### src/rtl/pipe_cla_addsub_if.sv
`default_nettype none
// ============================================================================
// Module   : pipe_cla_addsub_if
// Purpose  : Operand/result handshake bundle for the pipelined CLA add/sub.
// Revision : 1.0
// ============================================================================
interface pipe_cla_addsub_if #(
    parameter int WIDTH = 16
);
    logic             in_valid;
    logic             in_ready;
    logic [WIDTH-1:0] a;
    logic [WIDTH-1:0] b;
    logic             cin;
    logic             sub;
    logic             out_valid;
    logic             out_ready;
    logic [WIDTH-1:0] sum;
    logic             cout;
    logic             ovf;
    logic             zero;

    modport master (
        output in_valid, a, b, cin, sub, out_ready,
        input  in_ready, out_valid, sum, cout, ovf, zero
    );

    modport slave (
        input  in_valid, a, b, cin, sub, out_ready,
        output in_ready, out_valid, sum, cout, ovf, zero
    );
endinterface
`default_nettype wire

### src/rtl/pipe_cla_addsub.sv
`default_nettype none
// ============================================================================
// Module   : pipe_cla_addsub
// Purpose  : Pipelined carry-lookahead adder/subtractor, one BLOCK group/stage.
// Revision : 1.0
// ============================================================================
module pipe_cla_addsub #(
    parameter int WIDTH = 16,
    parameter int BLOCK = 4
) (
    input  logic                clk,
    input  logic                rst_n,
    pipe_cla_addsub_if.slave    bus_io
);
    localparam int STAGES = WIDTH / BLOCK;

    if (((WIDTH % BLOCK) != 0) || (WIDTH < BLOCK)) begin : g_param_check
        $error("pipe_cla_addsub: WIDTH must be a non-zero multiple of BLOCK");
    end

    // Flat sum-of-products lookahead: every carry is formed directly from
    // g/p and the group carry-in. Returns {carry into MSB, carry out, sum}.
    function automatic logic [BLOCK+1:0] cla_group(
        input logic [BLOCK-1:0] ga,
        input logic [BLOCK-1:0] gb,
        input logic             c0
    );
        logic [BLOCK-1:0] p;
        logic [BLOCK-1:0] g;
        logic [BLOCK:0]   c;
        logic             t;
        p = ga ^ gb;
        g = ga & gb;
        c = '0;
        t = 1'b0;
        for (int i = 0; i <= BLOCK; i++) begin
            c[i] = c0;
            for (int j = 0; j < i; j++) c[i] = c[i] & p[j];
            for (int j = 0; j < i; j++) begin
                t = g[j];
                for (int k = j + 1; k < i; k++) t = t & p[k];
                c[i] = c[i] | t;
            end
        end
        return {c[BLOCK-1], c[BLOCK], p ^ c[BLOCK-1:0]};
    endfunction

    logic [STAGES-1:0] v_q, v_d;
    logic [STAGES-1:0] c_q, c_d;
    logic [WIDTH-1:0]  a_q [STAGES];
    logic [WIDTH-1:0]  a_d [STAGES];
    logic [WIDTH-1:0]  b_q [STAGES];
    logic [WIDTH-1:0]  b_d [STAGES];
    logic [WIDTH-1:0]  s_q [STAGES];
    logic [WIDTH-1:0]  s_d [STAGES];
    logic              ovf_q, ovf_d;
    logic              zero_q, zero_d;
    logic              w_stall;

    assign w_stall         = v_q[STAGES-1] & ~bus_io.out_ready;
    assign bus_io.in_ready = ~w_stall;

    always_comb begin : comb_stages
        logic [WIDTH-1:0] src_a;
        logic [WIDTH-1:0] src_b;
        logic [WIDTH-1:0] src_s;
        logic             src_c;
        logic [BLOCK+1:0] grp;

        v_d = '0;
        c_d = '0;
        a_d = '{default: '0};
        b_d = '{default: '0};
        s_d = '{default: '0};

        // Stage 1 conditions the operands and resolves group 0 before its register.
        src_a = bus_io.a;
        src_b = bus_io.sub ? ~bus_io.b : bus_io.b;
        src_s = '0;
        src_c = bus_io.cin ^ bus_io.sub;
        grp   = cla_group(src_a[BLOCK-1:0], src_b[BLOCK-1:0], src_c);
        src_s[BLOCK-1:0] = grp[BLOCK-1:0];
        a_d[0] = src_a;
        b_d[0] = src_b;
        s_d[0] = src_s;
        c_d[0] = grp[BLOCK];
        v_d[0] = bus_io.in_valid & ~w_stall;

        for (int l = 1; l < STAGES; l++) begin
            src_a = a_q[l-1];
            src_b = b_q[l-1];
            src_s = s_q[l-1];
            src_c = c_q[l-1];
            grp   = cla_group(src_a[l*BLOCK +: BLOCK], src_b[l*BLOCK +: BLOCK], src_c);
            src_s[l*BLOCK +: BLOCK] = grp[BLOCK-1:0];
            a_d[l] = src_a;
            b_d[l] = src_b;
            s_d[l] = src_s;
            c_d[l] = grp[BLOCK];
            v_d[l] = v_q[l-1];
        end

        // grp now holds the most significant group, so flags ride with the final sum.
        ovf_d  = grp[BLOCK+1] ^ grp[BLOCK];
        zero_d = (s_d[STAGES-1] == '0);
    end

    always_ff @(posedge clk or negedge rst_n) begin
        if (!rst_n) begin
            v_q    <= '0;
            c_q    <= '0;
            a_q    <= '{default: '0};
            b_q    <= '{default: '0};
            s_q    <= '{default: '0};
            ovf_q  <= 1'b0;
            zero_q <= 1'b0;
        end else if (!w_stall) begin
            v_q    <= v_d;
            c_q    <= c_d;
            a_q    <= a_d;
            b_q    <= b_d;
            s_q    <= s_d;
            ovf_q  <= ovf_d;
            zero_q <= zero_d;
        end
    end

    assign bus_io.out_valid = v_q[STAGES-1];
    assign bus_io.sum       = s_q[STAGES-1];
    assign bus_io.cout      = c_q[STAGES-1];
    assign bus_io.ovf       = ovf_q;
    assign bus_io.zero      = zero_q;
endmodule
`default_nettype wire
### src/flat_wrapper.sv
// flat-port wrapper written by rule: the top's interface ports become plain ports
module pipe_cla_addsub_flat 
#(
    parameter int WIDTH = 16,
    parameter int BLOCK = 4
)
  (clk, rst_n, bus_io_in_valid, bus_io_a, bus_io_b, bus_io_cin, bus_io_sub, bus_io_out_ready, bus_io_in_ready, bus_io_out_valid, bus_io_sum, bus_io_cout, bus_io_ovf, bus_io_zero);
  pipe_cla_addsub_if #(.WIDTH(WIDTH)) bus_io_i ();
  input  logic clk;
  input  logic rst_n;
  input wire logic [$bits(bus_io_i.in_valid)-1:0] bus_io_in_valid;
  input wire logic [$bits(bus_io_i.a)-1:0] bus_io_a;
  input wire logic [$bits(bus_io_i.b)-1:0] bus_io_b;
  input wire logic [$bits(bus_io_i.cin)-1:0] bus_io_cin;
  input wire logic [$bits(bus_io_i.sub)-1:0] bus_io_sub;
  input wire logic [$bits(bus_io_i.out_ready)-1:0] bus_io_out_ready;
  output wire logic [$bits(bus_io_i.in_ready)-1:0] bus_io_in_ready;
  output wire logic [$bits(bus_io_i.out_valid)-1:0] bus_io_out_valid;
  output wire logic [$bits(bus_io_i.sum)-1:0] bus_io_sum;
  output wire logic [$bits(bus_io_i.cout)-1:0] bus_io_cout;
  output wire logic [$bits(bus_io_i.ovf)-1:0] bus_io_ovf;
  output wire logic [$bits(bus_io_i.zero)-1:0] bus_io_zero;
  assign bus_io_i.in_valid = bus_io_in_valid;
  assign bus_io_i.a = bus_io_a;
  assign bus_io_i.b = bus_io_b;
  assign bus_io_i.cin = bus_io_cin;
  assign bus_io_i.sub = bus_io_sub;
  assign bus_io_i.out_ready = bus_io_out_ready;
  assign bus_io_in_ready = bus_io_i.in_ready;
  assign bus_io_out_valid = bus_io_i.out_valid;
  assign bus_io_sum = bus_io_i.sum;
  assign bus_io_cout = bus_io_i.cout;
  assign bus_io_ovf = bus_io_i.ovf;
  assign bus_io_zero = bus_io_i.zero;
  pipe_cla_addsub #(.WIDTH(WIDTH), .BLOCK(BLOCK)) u_core (.clk(clk), .rst_n(rst_n), .bus_io(bus_io_i));
endmodule
### config.mk
export PLATFORM = sky130hd
export DESIGN_NAME = pipe_cla_addsub_flat
export DESIGN_NICKNAME = d
export VERILOG_FILES = /design/src/rtl/pipe_cla_addsub_if.sv /design/src/rtl/pipe_cla_addsub.sv /design/src/flat_wrapper.sv
export SDC_FILE = /design/constraint.sdc
export NUM_CORES = 1
export LEC_CHECK = 0
export BUFFER_PORTS_ARGS = -buffer_cell sky130_fd_sc_hd__buf_2
export CORE_ASPECT_RATIO = 0.6
export CORE_MARGIN = 2
export CORE_UTILIZATION = 30
export DETAILED_ROUTE_END_ITERATION = 12
export GPL_TIMING_DRIVEN = 0
export PLACE_DENSITY = 0.56
export SETUP_SLACK_MARGIN = 0.3
export SYNTH_ARGS = -nofsm -noshare
export SYNTH_HDL_FRONTEND = slang
export SYNTH_SLANG_ARGS = --single-unit
### constraint.sdc
create_clock -name clk -period 3.1 [get_ports clk]
set_clock_uncertainty 0.1 [all_clocks]
set_input_delay 0.93 -clock clk [delete_from_list [all_inputs] [get_ports clk]]
set_output_delay 0.93 -clock clk [all_outputs]
set_load 0.1 [all_outputs]
# Word level (Yosys, flattened, before mapping)

Cells that the tools add are included.
W data, S select, Z words.

Multiplexer cells: 1
Bitwise gates (word level): 99
Reduce and logical (&&, ||, !) cells: 1

Operators with widths:

| kind              | count |
|---|---|
| $and A1 B1 Y1     | 42 |
| $or A1 B1 Y1      | 40 |
| $xor A4 B4 Y4     | 8 |
| $and A4 B4 Y4     | 4 |
| $logic_not A16 Y1 | 1 |
| $mux W16          | 1 |
| $not A16 Y16      | 1 |
| $not A1 Y1        | 2 |
| $xor A1 B1 Y1     | 2 |

Register bits after elaboration: 146
Bits of input ports: 38
Output and inout bits: 21
Logic and storage cells: 115

# Logic depth before layout (Yosys ltp)

Gate-level depths: netlist of the first run.

Depth in word-level cells: 11
Depth in mapped cells: 9
Gate-level depth less buffers: 7

# Worst setup path before layout of the first run

No wires, ideal clock.

Path type: input to register
Start: input bus_io_sub
End: register u_core.c_q[0]
Setup time: 0.124 ns
Arrival: 2.632 ns
Data required time: 2.876 ns
Path slack: 0.244 ns
Cell stages on the path: 9
Buffers on the path: 2
Cells stage by stage: buf_4 buf_4 xor2_1 ha_1 ha_1 o21a_1 o21a_1 o21a_1 o31a_1

Longest elaborated chain between the ends: 10
Elaborated cells on any way between the ends: 18
Classes of those cells: 1 x mux; 17 x bitwise

Ends and longest elaborated chain:

| element                    | RTL line               | text |
|---|---|---|
| start, declared            | flat_wrapper.sv:15     | `input wire logic [$bits(bus_io_i.sub)-1:0] bus_io_sub;` |
| $mux W16                   | pipe_cla_addsub.sv:78  | `src_b = bus_io.sub ? ~bus_io.b : bus_io.b;` |
| $xor A4 B4 Y4              | pipe_cla_addsub.sv:32  | `p = ga ^ gb;` |
| $and A1 B1 Y1 (4 in a row) | pipe_cla_addsub.sv:38  | `for (int j = 0; j < i; j++) c[i] = c[i] & p[j];` |
| $or A1 B1 Y1 (3 in a row)  | pipe_cla_addsub.sv:42  | `c[i] = c[i] \| t;` |
| $or A1 B1 Y1 *             | pipe_cla_addsub.sv:42  |  |
| end signal, assigned       | pipe_cla_addsub.sv:111 | `c_q <= '0;` |
| end signal, assigned       | pipe_cla_addsub.sv:119 | `c_q <= c_d;` |
| end, declared              | pipe_cla_addsub.sv:49  | `logic [STAGES-1:0] c_q, c_d;` |

Every way passes the cells marked *; elsewhere a longest branch is shown, timed or not.
A chain may end at the register's enable or synchronous reset.

# Final worst setup path of the first run

Start: input bus_io_out_ready
End: output bus_io_in_ready

Longest elaborated chain between the ends: 3

Ends and longest elaborated chain:

| element         | RTL line              | text |
|---|---|---|
| start, declared | flat_wrapper.sv:16    | `input wire logic [$bits(bus_io_i.out_ready)-1:0] bus_io_out_ready;` |
| $not A1 Y1      | pipe_cla_addsub.sv:60 | `assign w_stall = v_q[STAGES-1] & ~bus_io.out_ready;` |
| $and A1 B1 Y1   | pipe_cla_addsub.sv:60 |  |
| $not A1 Y1      | pipe_cla_addsub.sv:61 | `assign bus_io.in_ready = ~w_stall;` |
| end, declared   | flat_wrapper.sv:17    | `output wire logic [$bits(bus_io_i.in_ready)-1:0] bus_io_in_ready;` |

Every way passes these cells.

==> metrics, run 1 <==
run status finished, final reports clean; standard-cell rows 34; launch instance of the worst min-delay path u_core.bus_io.sum[12]; Final setup violation count 0; routed via count divided by cell count between 4 and 5; later-pin clock latency in the skew report between 0.3 and 0.4 ns; maximum buffer depth of the clock tree 2; Boundary Pins 59; initial antenna violation count 0; max-slew violation total from the final report 0; clk root buf sky130_fd_sc_hd__clkbuf_16; cts bufs inserted 9; min Tclk post-route between 2 and 3 ns; Power Dens Cells 1170 nW/um2; Post-DP Area between 4000 and 5000 um2; Max Clk Rate 365 MHz; power consumption roughly 6 mW; clock network fraction of total power around 18%; hold path endpoint u_core.bus_io.sum[12]; level count of the clock H-tree 3; Layout Area Growth over Synthesis 20.5%; uppermost routed layer met4; cell internal pwr 3.30 mW; placed wire-length estimate after detailed placement slightly below 8000 um; post-detailed-routing wire length roughly 10000 um; post-route standard cell area excluding fillers about 5300 um2; Critical Path End Type output pin; clock tree from TritonCTS done; endpoint required time on the critical path about 2.1 ns; share of post-route cells with drive strength above 1 16.6%; Synth Instances between 400 and 500; peak fanout along the critical path 10; P_sw around 2.8 mW; CTS Sinks between 90 and 100; register cell area after layout between 2000 and 2500 um2; largest cells by area after synthesis sky130_fd_sc_hd__dfrtp_1 (56%), sky130_fd_sc_hd__nand2_1 (19%), sky130_fd_sc_hd__ha_1 (5.7%); count of antenna-violating nets left after detailed routing 0; Reg2Reg Setup Slack just over 1 ns; Post-Route Setup TNS 0 ns; violation count after the first detailed-route iteration just under 200; synthesized area per cell around 9.4 um2; gr ovfl total 0; worst vdd ir about 0.00064 V; floorplan die width about 160 um; number of global-route vias before repair roughly 3300; routed length per instance 14.1 um; Vert. Die Dim between 90 and 100 um; routed length on met2 roughly 4400 um; share of total power consumed by net switching roughly 46%; flops & latches, synth between 90 and 100; weighted congestion reported at the end of routability-driven placement around 0.8; synthesized netlist net count between 500 and 600; post-placement cell count 718; worst setup margin roughly 0.36 ns; RSZ-0062 raised after global routing false; relative slew slack roughly three fifths; unique cell type count in the Yosys netlist 25; core region area 14300 um2; Seq pwr share between 30 and 40%; combinational share of power 45.0%; share of the yosys chip area belonging to registers a little under three fifths; synthesized cell area 4360 um2; Final Net Count slightly below 600; Post-Place Worst Slack ~0.0059 ns; wire length of the first global-routing pass between 15000 and 20000 um; DR WL met3 553 um; count of endpoints failing hold in the final timing report 0; worst setup path start bus_io_out_ready; maximum number of pins on one net before global-route repair slightly above 70; final core utilization a little over a third; DRC violations left 0; die outline area approximately 16000 um2; worst min-delay path category reg2reg; path type of the worst setup path in2out; final critical-path share of the clock period 88.3%; multi-input logic area between 1500 and 2000 um2; largest area contributor in the synthesized netlist sky130_fd_sc_hd__dfrtp_1; Hold Path Cell Cnt 2; ant diodes 0; Critical R2R Launch u_core.comb_stages.src_b[12]; total number of yosys warnings 0; number of max-cap violations 0; number of I/O port buffers 57; minimum hold slack around 0.36 ns; total track usage approximately 14%; area share of the largest cell type after synthesis a little under three fifths; detailed-routing iteration count for the pre-antenna-repair pass 4; filler-free cell count of the finished design around 740; initial core utilization between 30% and 40%; R2R Path End u_core.bus_io.zero; Post-CTS Hold Fix Bufs 0; type of origin of the critical path primary input; total via count after detailed routing 3207; number of fill cells approximately 1500; Pleak 2.66 nW; Least-Margin Pin Slew between 0.6 and 0.7 ns; arrival time of the worst setup path about 1.7 ns; M1 WL ~5400 um; clock-pin slew reported for the worst setup and hold paths after clock tree synthesis ~0.060 ns; Worst Reg2Reg Path Length in Cells 6
==> cell usage after synthesis <==
library cell               instances
sky130_fd_sc_hd__nand2_1         222
sky130_fd_sc_hd__dfrtp_1          98
sky130_fd_sc_hd__ha_1             20
sky130_fd_sc_hd__o21ai_0          17
sky130_fd_sc_hd__xnor2_1          17
sky130_fd_sc_hd__o21a_1           10
sky130_fd_sc_hd__buf_2             9
sky130_fd_sc_hd__buf_4             7
sky130_fd_sc_hd__clkbuf_1          7
sky130_fd_sc_hd__nor2_1            7
sky130_fd_sc_hd__nor3_1            7
sky130_fd_sc_hd__a21oi_1           6
sky130_fd_sc_hd__o31ai_1           6
sky130_fd_sc_hd__xor2_1            6
sky130_fd_sc_hd__nand2b_1          5
sky130_fd_sc_hd__fa_1              4
sky130_fd_sc_hd__inv_1             3
sky130_fd_sc_hd__o31a_1            3
sky130_fd_sc_hd__nor4_1            2
sky130_fd_sc_hd__a32o_1            1
sky130_fd_sc_hd__inv_2             1
sky130_fd_sc_hd__mux2i_1           1
sky130_fd_sc_hd__nand4_1           1
sky130_fd_sc_hd__nor2b_1           1
sky130_fd_sc_hd__o211ai_1          1
==> cell type report <==
cell class | instances | area share, %
plain buffers | 23 | 2.62
well taps | 198 | 4.71
inverters | 4 | 0.286
flip-flops and latches | 98 | 46.7
multi-input cells | 337 | 33.7
clock inverters | 2 | 0.667
clock buffers | 14 | 5.02
repair buffers | 59 | 6.33
==> worst max path at each step <==
| stage | endpoint | slack, ns | cells after the start |
|---|---|---|---|
| final | bus_io_in_ready | 0.36 | 6 |
| after detailed placement | bus_io_in_ready | 0.006 | 6 |
| after floorplan | u_core.c_q[0] | 0.31 | 9 |
| after CTS | bus_io_in_ready | 0.35 | 6 |
| after global routing | bus_io_in_ready | 0.34 | 6 |
| after global placement | bus_io_in_ready | 0.01 | 6 |
==> sequential cells by signal, summed over array words and instances (netlist names) <==
signal,count
u_core.comb_stages.src_a,4
u_core.v_q,4
u_core.b_d,20
u_core.bus_io.ovf,1
u_core.c_q,4
u_core.s_d,12
u_core.a_d,20
u_core.bus_io.sum,16
u_core.comb_stages.src_s,12
u_core.comb_stages.src_b,4
u_core.bus_io.zero,1
==> per-layer routing <==
metal  global-route usage, %  vias up
met4                    3.78        0
met3                    4.10       10
li1                        -     1602
met2                    20.7       65
met1                    20.9     1530
met5                       0        -
==> critical path: stages <==
cell and delay [ns]:
sky130_fd_sc_hd__buf_2 0.07, sky130_fd_sc_hd__nor2b_1 0.03, sky130_fd_sc_hd__buf_4 0.14, sky130_fd_sc_hd__inv_2 0.10
sky130_fd_sc_hd__buf_4 0.21, sky130_fd_sc_hd__buf_8 0.22
==> cell usage in the layout, fill, tap and decap left out <==
master                      netlist  final
sky130_fd_sc_hd__a21oi_1          6      6
sky130_fd_sc_hd__a32o_1           1      1
sky130_fd_sc_hd__buf_16           0      1
sky130_fd_sc_hd__buf_2            9     63
sky130_fd_sc_hd__buf_4            7      8
sky130_fd_sc_hd__buf_6            0      1
sky130_fd_sc_hd__buf_8            0      2
sky130_fd_sc_hd__bufinv_16        0      1
sky130_fd_sc_hd__clkbuf_1         7     10
sky130_fd_sc_hd__clkbuf_16        0      9
sky130_fd_sc_hd__clkbuf_8         0      2
sky130_fd_sc_hd__clkinv_2         0      1
sky130_fd_sc_hd__dfrtp_1         98     98
sky130_fd_sc_hd__fa_1             4      4
sky130_fd_sc_hd__ha_1            20     20
sky130_fd_sc_hd__inv_1            3      3
sky130_fd_sc_hd__inv_2            1      1
sky130_fd_sc_hd__mux2i_1          1      1
sky130_fd_sc_hd__nand2_1        222    222
sky130_fd_sc_hd__nand2b_1         5      5
sky130_fd_sc_hd__nand4_1          1      1
sky130_fd_sc_hd__nor2_1           7      7
sky130_fd_sc_hd__nor2b_1          1      1
sky130_fd_sc_hd__nor3_1           7      7
sky130_fd_sc_hd__nor4_1           2      2
sky130_fd_sc_hd__o211ai_1         1      1
sky130_fd_sc_hd__o21a_1          10     10
sky130_fd_sc_hd__o21ai_0         17     17
sky130_fd_sc_hd__o31a_1           3      3
sky130_fd_sc_hd__o31ai_1          6      6
sky130_fd_sc_hd__xnor2_1         17     17
sky130_fd_sc_hd__xor2_1           6      6
==> cells by family after synthesis <==
logic type      after synthesis  share of synthesized area [%]
compound gates               44                           6.40
xor+xnor                     23                           4.62
fa+ha+maj                    24                           7.57
buf+inv                      27                           3.18
flops                        98                           56.2
mux                           1                          0.229
simple gates                245                           21.8
==> power groups by stage <==
stage,sequential [mW],combinational (mW),clock (mW)
2_1_floorplan,3.02,1.27,0
3_3_place_gp,2.24,2.70,0
3_5_place_dp,2.27,2.76,0
4_1_cts,2.25,2.79,1.15
5_1_grt,2.32,3.03,1.21
6_report,2.24,2.76,1.13
==> timing repair <==
item | in CTS | in global routing
buffers inserted | 1 | 0
endpoints found under the setup margin | 1 | 0
resized for setup | 4 | 0
(Power assumes the default switching activity.)
==> run 2: changes to the inputs <==
--- a/config.mk
+++ b/config.mk
@@ -8,10 +8,10 @@
 export BUFFER_PORTS_ARGS = -buffer_cell sky130_fd_sc_hd__buf_2
 export CORE_ASPECT_RATIO = 0.6
 export CORE_MARGIN = 2
-export CORE_UTILIZATION = 30
+export CORE_UTILIZATION = 32
 export DETAILED_ROUTE_END_ITERATION = 12
-export GPL_TIMING_DRIVEN = 0
-export PLACE_DENSITY = 0.56
+export GPL_TIMING_DRIVEN = 1
+export PLACE_DENSITY = 0.58
 export SETUP_SLACK_MARGIN = 0.3
 export SYNTH_ARGS = -nofsm -noshare
 export SYNTH_HDL_FRONTEND = slang
==> run 2 against run 1 <==
  * Register-to-register slack gained 0.12 ns
  * Global-route usage shrank 0.62 points
  * Final cell count fell by 6.5%
  * Sequential share of layout area rose by 1.6 points
  * Critical path depth grew 2
  * Maximum frequency increased by 13%
  * Sequential power barely moved
  * Critical path type is now in2reg
  * Critical endpoint is now u_core.c_q[0]
  * Largest cell class unchanged
==> metrics, run 2 (synthesis results as in run 1) <==
run status finished, final reports clean; Worst Reg2Reg Path Length in Cells 6 (unchanged); CTS Sinks 98 (unchanged); clock tree from TritonCTS done; Seq pwr share 38.1% (+1.5 points); post-detailed-routing wire length 8840 um (-15%); Final setup violation count 0 (unchanged); clock network fraction of total power 17.2% (-1.2 points); Vert. Die Dim 94.4 um (-3.0%); Hold Path Cell Cnt 2 (unchanged); hold path endpoint u_core.bus_io.sum[11]; level count of the clock H-tree 3 (unchanged); clk root buf sky130_fd_sc_hd__clkbuf_16; maximum number of pins on one net before global-route repair 118 (+66%); weighted congestion reported at the end of routability-driven placement 0.756 (-5.3%); crit path cell chain buf_2 -> xor2_1 -> ha_1 -> ha_1 -> o21a_1 -> o21a_1 -> o21a_1 -> o31a_1; share of total power consumed by net switching 46.1% (-0.072 points); wire length of the first global-routing pass 15600 um (-8.6%); Post-Route Setup TNS 0 ns (unchanged); postcts setup bufs 0 (-1); count of endpoints failing hold in the final timing report 0 (unchanged); RSZ-0062 raised after global routing false; most common library cell in the layout ignoring fill and taps sky130_fd_sc_hd__nand2_1; detailed-routing iteration count for the pre-antenna-repair pass 4 (unchanged); Worst path most repeated cell sky130_fd_sc_hd__o21a_1; crit path max-delay cell type sky130_fd_sc_hd__ha_1; later-pin clock latency in the skew report 0.34 ns (about the same); total track usage 13.7% (-0.62 points); total via count after detailed routing 3036 (-5.3%); initial core utilization 33.3% (+2.9 points); combinational share of power 44.7% (-0.3 points); Post-CTS Hold Fix Bufs 0 (unchanged); post-route standard cell area excluding fillers 5080 um2 (-3.3%); placed wire-length estimate after detailed placement 6100 um (-22%); arrival time of the worst setup path 2.55 ns (+0.84 ns); number of I/O port buffers 58 (+1.8%); min Tclk post-route 2.43 ns (-0.310 ns); launch instance of the worst min-delay path u_core.bus_io.sum[11]; Power Dens Cells 1140 nW/um2 (-1.8%); number of max-cap violations 0 (unchanged); final critical-path share of the clock period 78.3% (-10 points); Post-DP Area 4820 um2 (-2.3%); initial antenna violation count 0 (unchanged); delay of the slowest cell on the worst path 0.27 ns (+0.05 ns); commonest cells after routing, fill and taps aside sky130_fd_sc_hd__nand2_1 (222), sky130_fd_sc_hd__dfrtp_1 (98), sky130_fd_sc_hd__buf_2 (56); worst setup margin 0.673 ns (+0.310 ns); global-route met1 utilization 19.7% (-1.2 points); R2R Path End u_core.c_q[1]; type of origin of the critical path primary input; buffering stage count on the worst path with inverters included 1 (-4); share of post-route cells with drive strength above 1 15.3% (-1.3 points); Critical Path End Type register; max-slew violation total from the final report 0 (unchanged); Boundary Pins 59 (unchanged); relative slew slack 28.0% (-30 points); number of global-route vias before repair 3144 (-4.1%); maximum buffer depth of the clock tree 2 (unchanged); power consumption 5.82 mW (-5.0%); post-placement cell count 673 (-6.3%); family with the most delay on the worst path compound AO/OA/AOI/OAI gates; core region area 13100 um2 (-8.7%); standard-cell rows 32 (-5.9%); routed via count divided by cell count 4.42 (+1.3%); cts bufs inserted 9 (unchanged); path type of the worst setup path in2reg; DRC violations left 0 (unchanged); clock-pin slew reported for the worst setup and hold paths after clock tree synthesis 0.06 ns (about the same); floorplan die width 155 um (-3.1%); Reg2Reg Setup Slack 1.15 ns (+0.12 ns); count of antenna-violating nets left after detailed routing 0 (unchanged); minimum hold slack 0.363 ns (+0.00234 ns); endpoint required time on the critical path 3.22 ns (+1.15 ns); ant diodes 0 (unchanged); violation count after the first detailed-route iteration 231 (+17%); Post-Place Worst Slack 0.298 ns (+0.292 ns); CTS resizes 0 (-4); Least-Margin Pin Slew 1.08 ns (+0.456 ns); most used routing layer met1; final core utilization 38.8% (+2.2 points); Max Clk Rate 412 MHz (+13%); worst min-delay path category reg2reg; Pleak 2.58 nW (-2.9%); gr ovfl total 0 (unchanged); filler-free cell count of the finished design 687 (-6.5%); routed length per instance 12.9 um (-8.8%); cell internal pwr 3.14 mW (-4.9%); P_sw 2.68 mW (-5.2%); peak fanout along the critical path 3 (-7); Critical R2R Launch u_core.b_d[36]; die outline area 14600 um2 (-6.0%); met3 capacity usage during global routing 4.41% (+0.31 points); worst vdd ir 0.000530 V (-17%); fraction of met2 tracks used by global routing 19.4% (-1.3 points); Layout Area Growth over Synthesis 16.5%; Final Net Count 576 (-3.0%)
-- run 2: changes by cell type in the layout (fill, tap and decap cells not counted), moves of 2 or more --
cell / before / now
sky130_fd_sc_hd__buf_12: 0 / 2
sky130_fd_sc_hd__buf_2: 63 / 56
sky130_fd_sc_hd__buf_4: 8 / 6
sky130_fd_sc_hd__buf_8: 2 / 0
sky130_fd_sc_hd__clkbuf_1: 10 / 1
-- run 2: worst register-to-register path: stages, from the launching register on --
cell and delay [ns]:
sky130_fd_sc_hd__dfrtp_1 0.42, sky130_fd_sc_hd__ha_1 0.32, sky130_fd_sc_hd__ha_1 0.20, sky130_fd_sc_hd__o21a_1 0.18, sky130_fd_sc_hd__o21a_1 0.20, sky130_fd_sc_hd__o21a_1 0.19
sky130_fd_sc_hd__o31a_1 0.23
-- run 2: worst max path at each step --
| stage | startpoint | cells past startpoint | end | slack [ns] |
|---|---|---|---|---|
| finish | bus_io_sub | 8 | u_core.c_q[0] | 0.67 |
| global route | bus_io_sub | 8 | u_core.c_q[0] | 0.59 |
| CTS | bus_io_sub | 8 | u_core.c_q[0] | 0.67 |
| detailed placement | bus_io_sub | 8 | u_core.c_q[0] | 0.30 |
| global placement | bus_io_sub | 8 | u_core.c_q[0] | 0.36 |
| floorplan | bus_io_sub | 9 | u_core.c_q[0] | 0.31 |
-- run 2: power by group through the flow --
stage | Sequential [mW] | Clock [mW] | Combinational [mW]
floorplan | 3.02 | 0 | 1.27
finish | 2.22 | 1.00 | 2.60
global placement | 2.22 | 0 | 2.59
detailed placement | 2.24 | 0 | 2.63
global route | 2.30 | 1.09 | 2.90
CTS | 2.22 | 1.04 | 2.64
-- run 2: final cells by class --
class / instances / area (um2)
fill: 1328 / 8010
tap: 170 / 213
inverter: 4 / 15.0
multi-input combinational: 337 / 1780
sequential: 98 / 2450
timing repair buffer: 64 / 365
clock inverter: 3 / 17.5
clock buffer: 11 / 243
-- run 2: metal layers --
layer	vias up	part of all wire, %
met1	1405	55
li1	1568	-
met2	53	40
met4	0	1.2
met5	-	0
met3	10	4.4
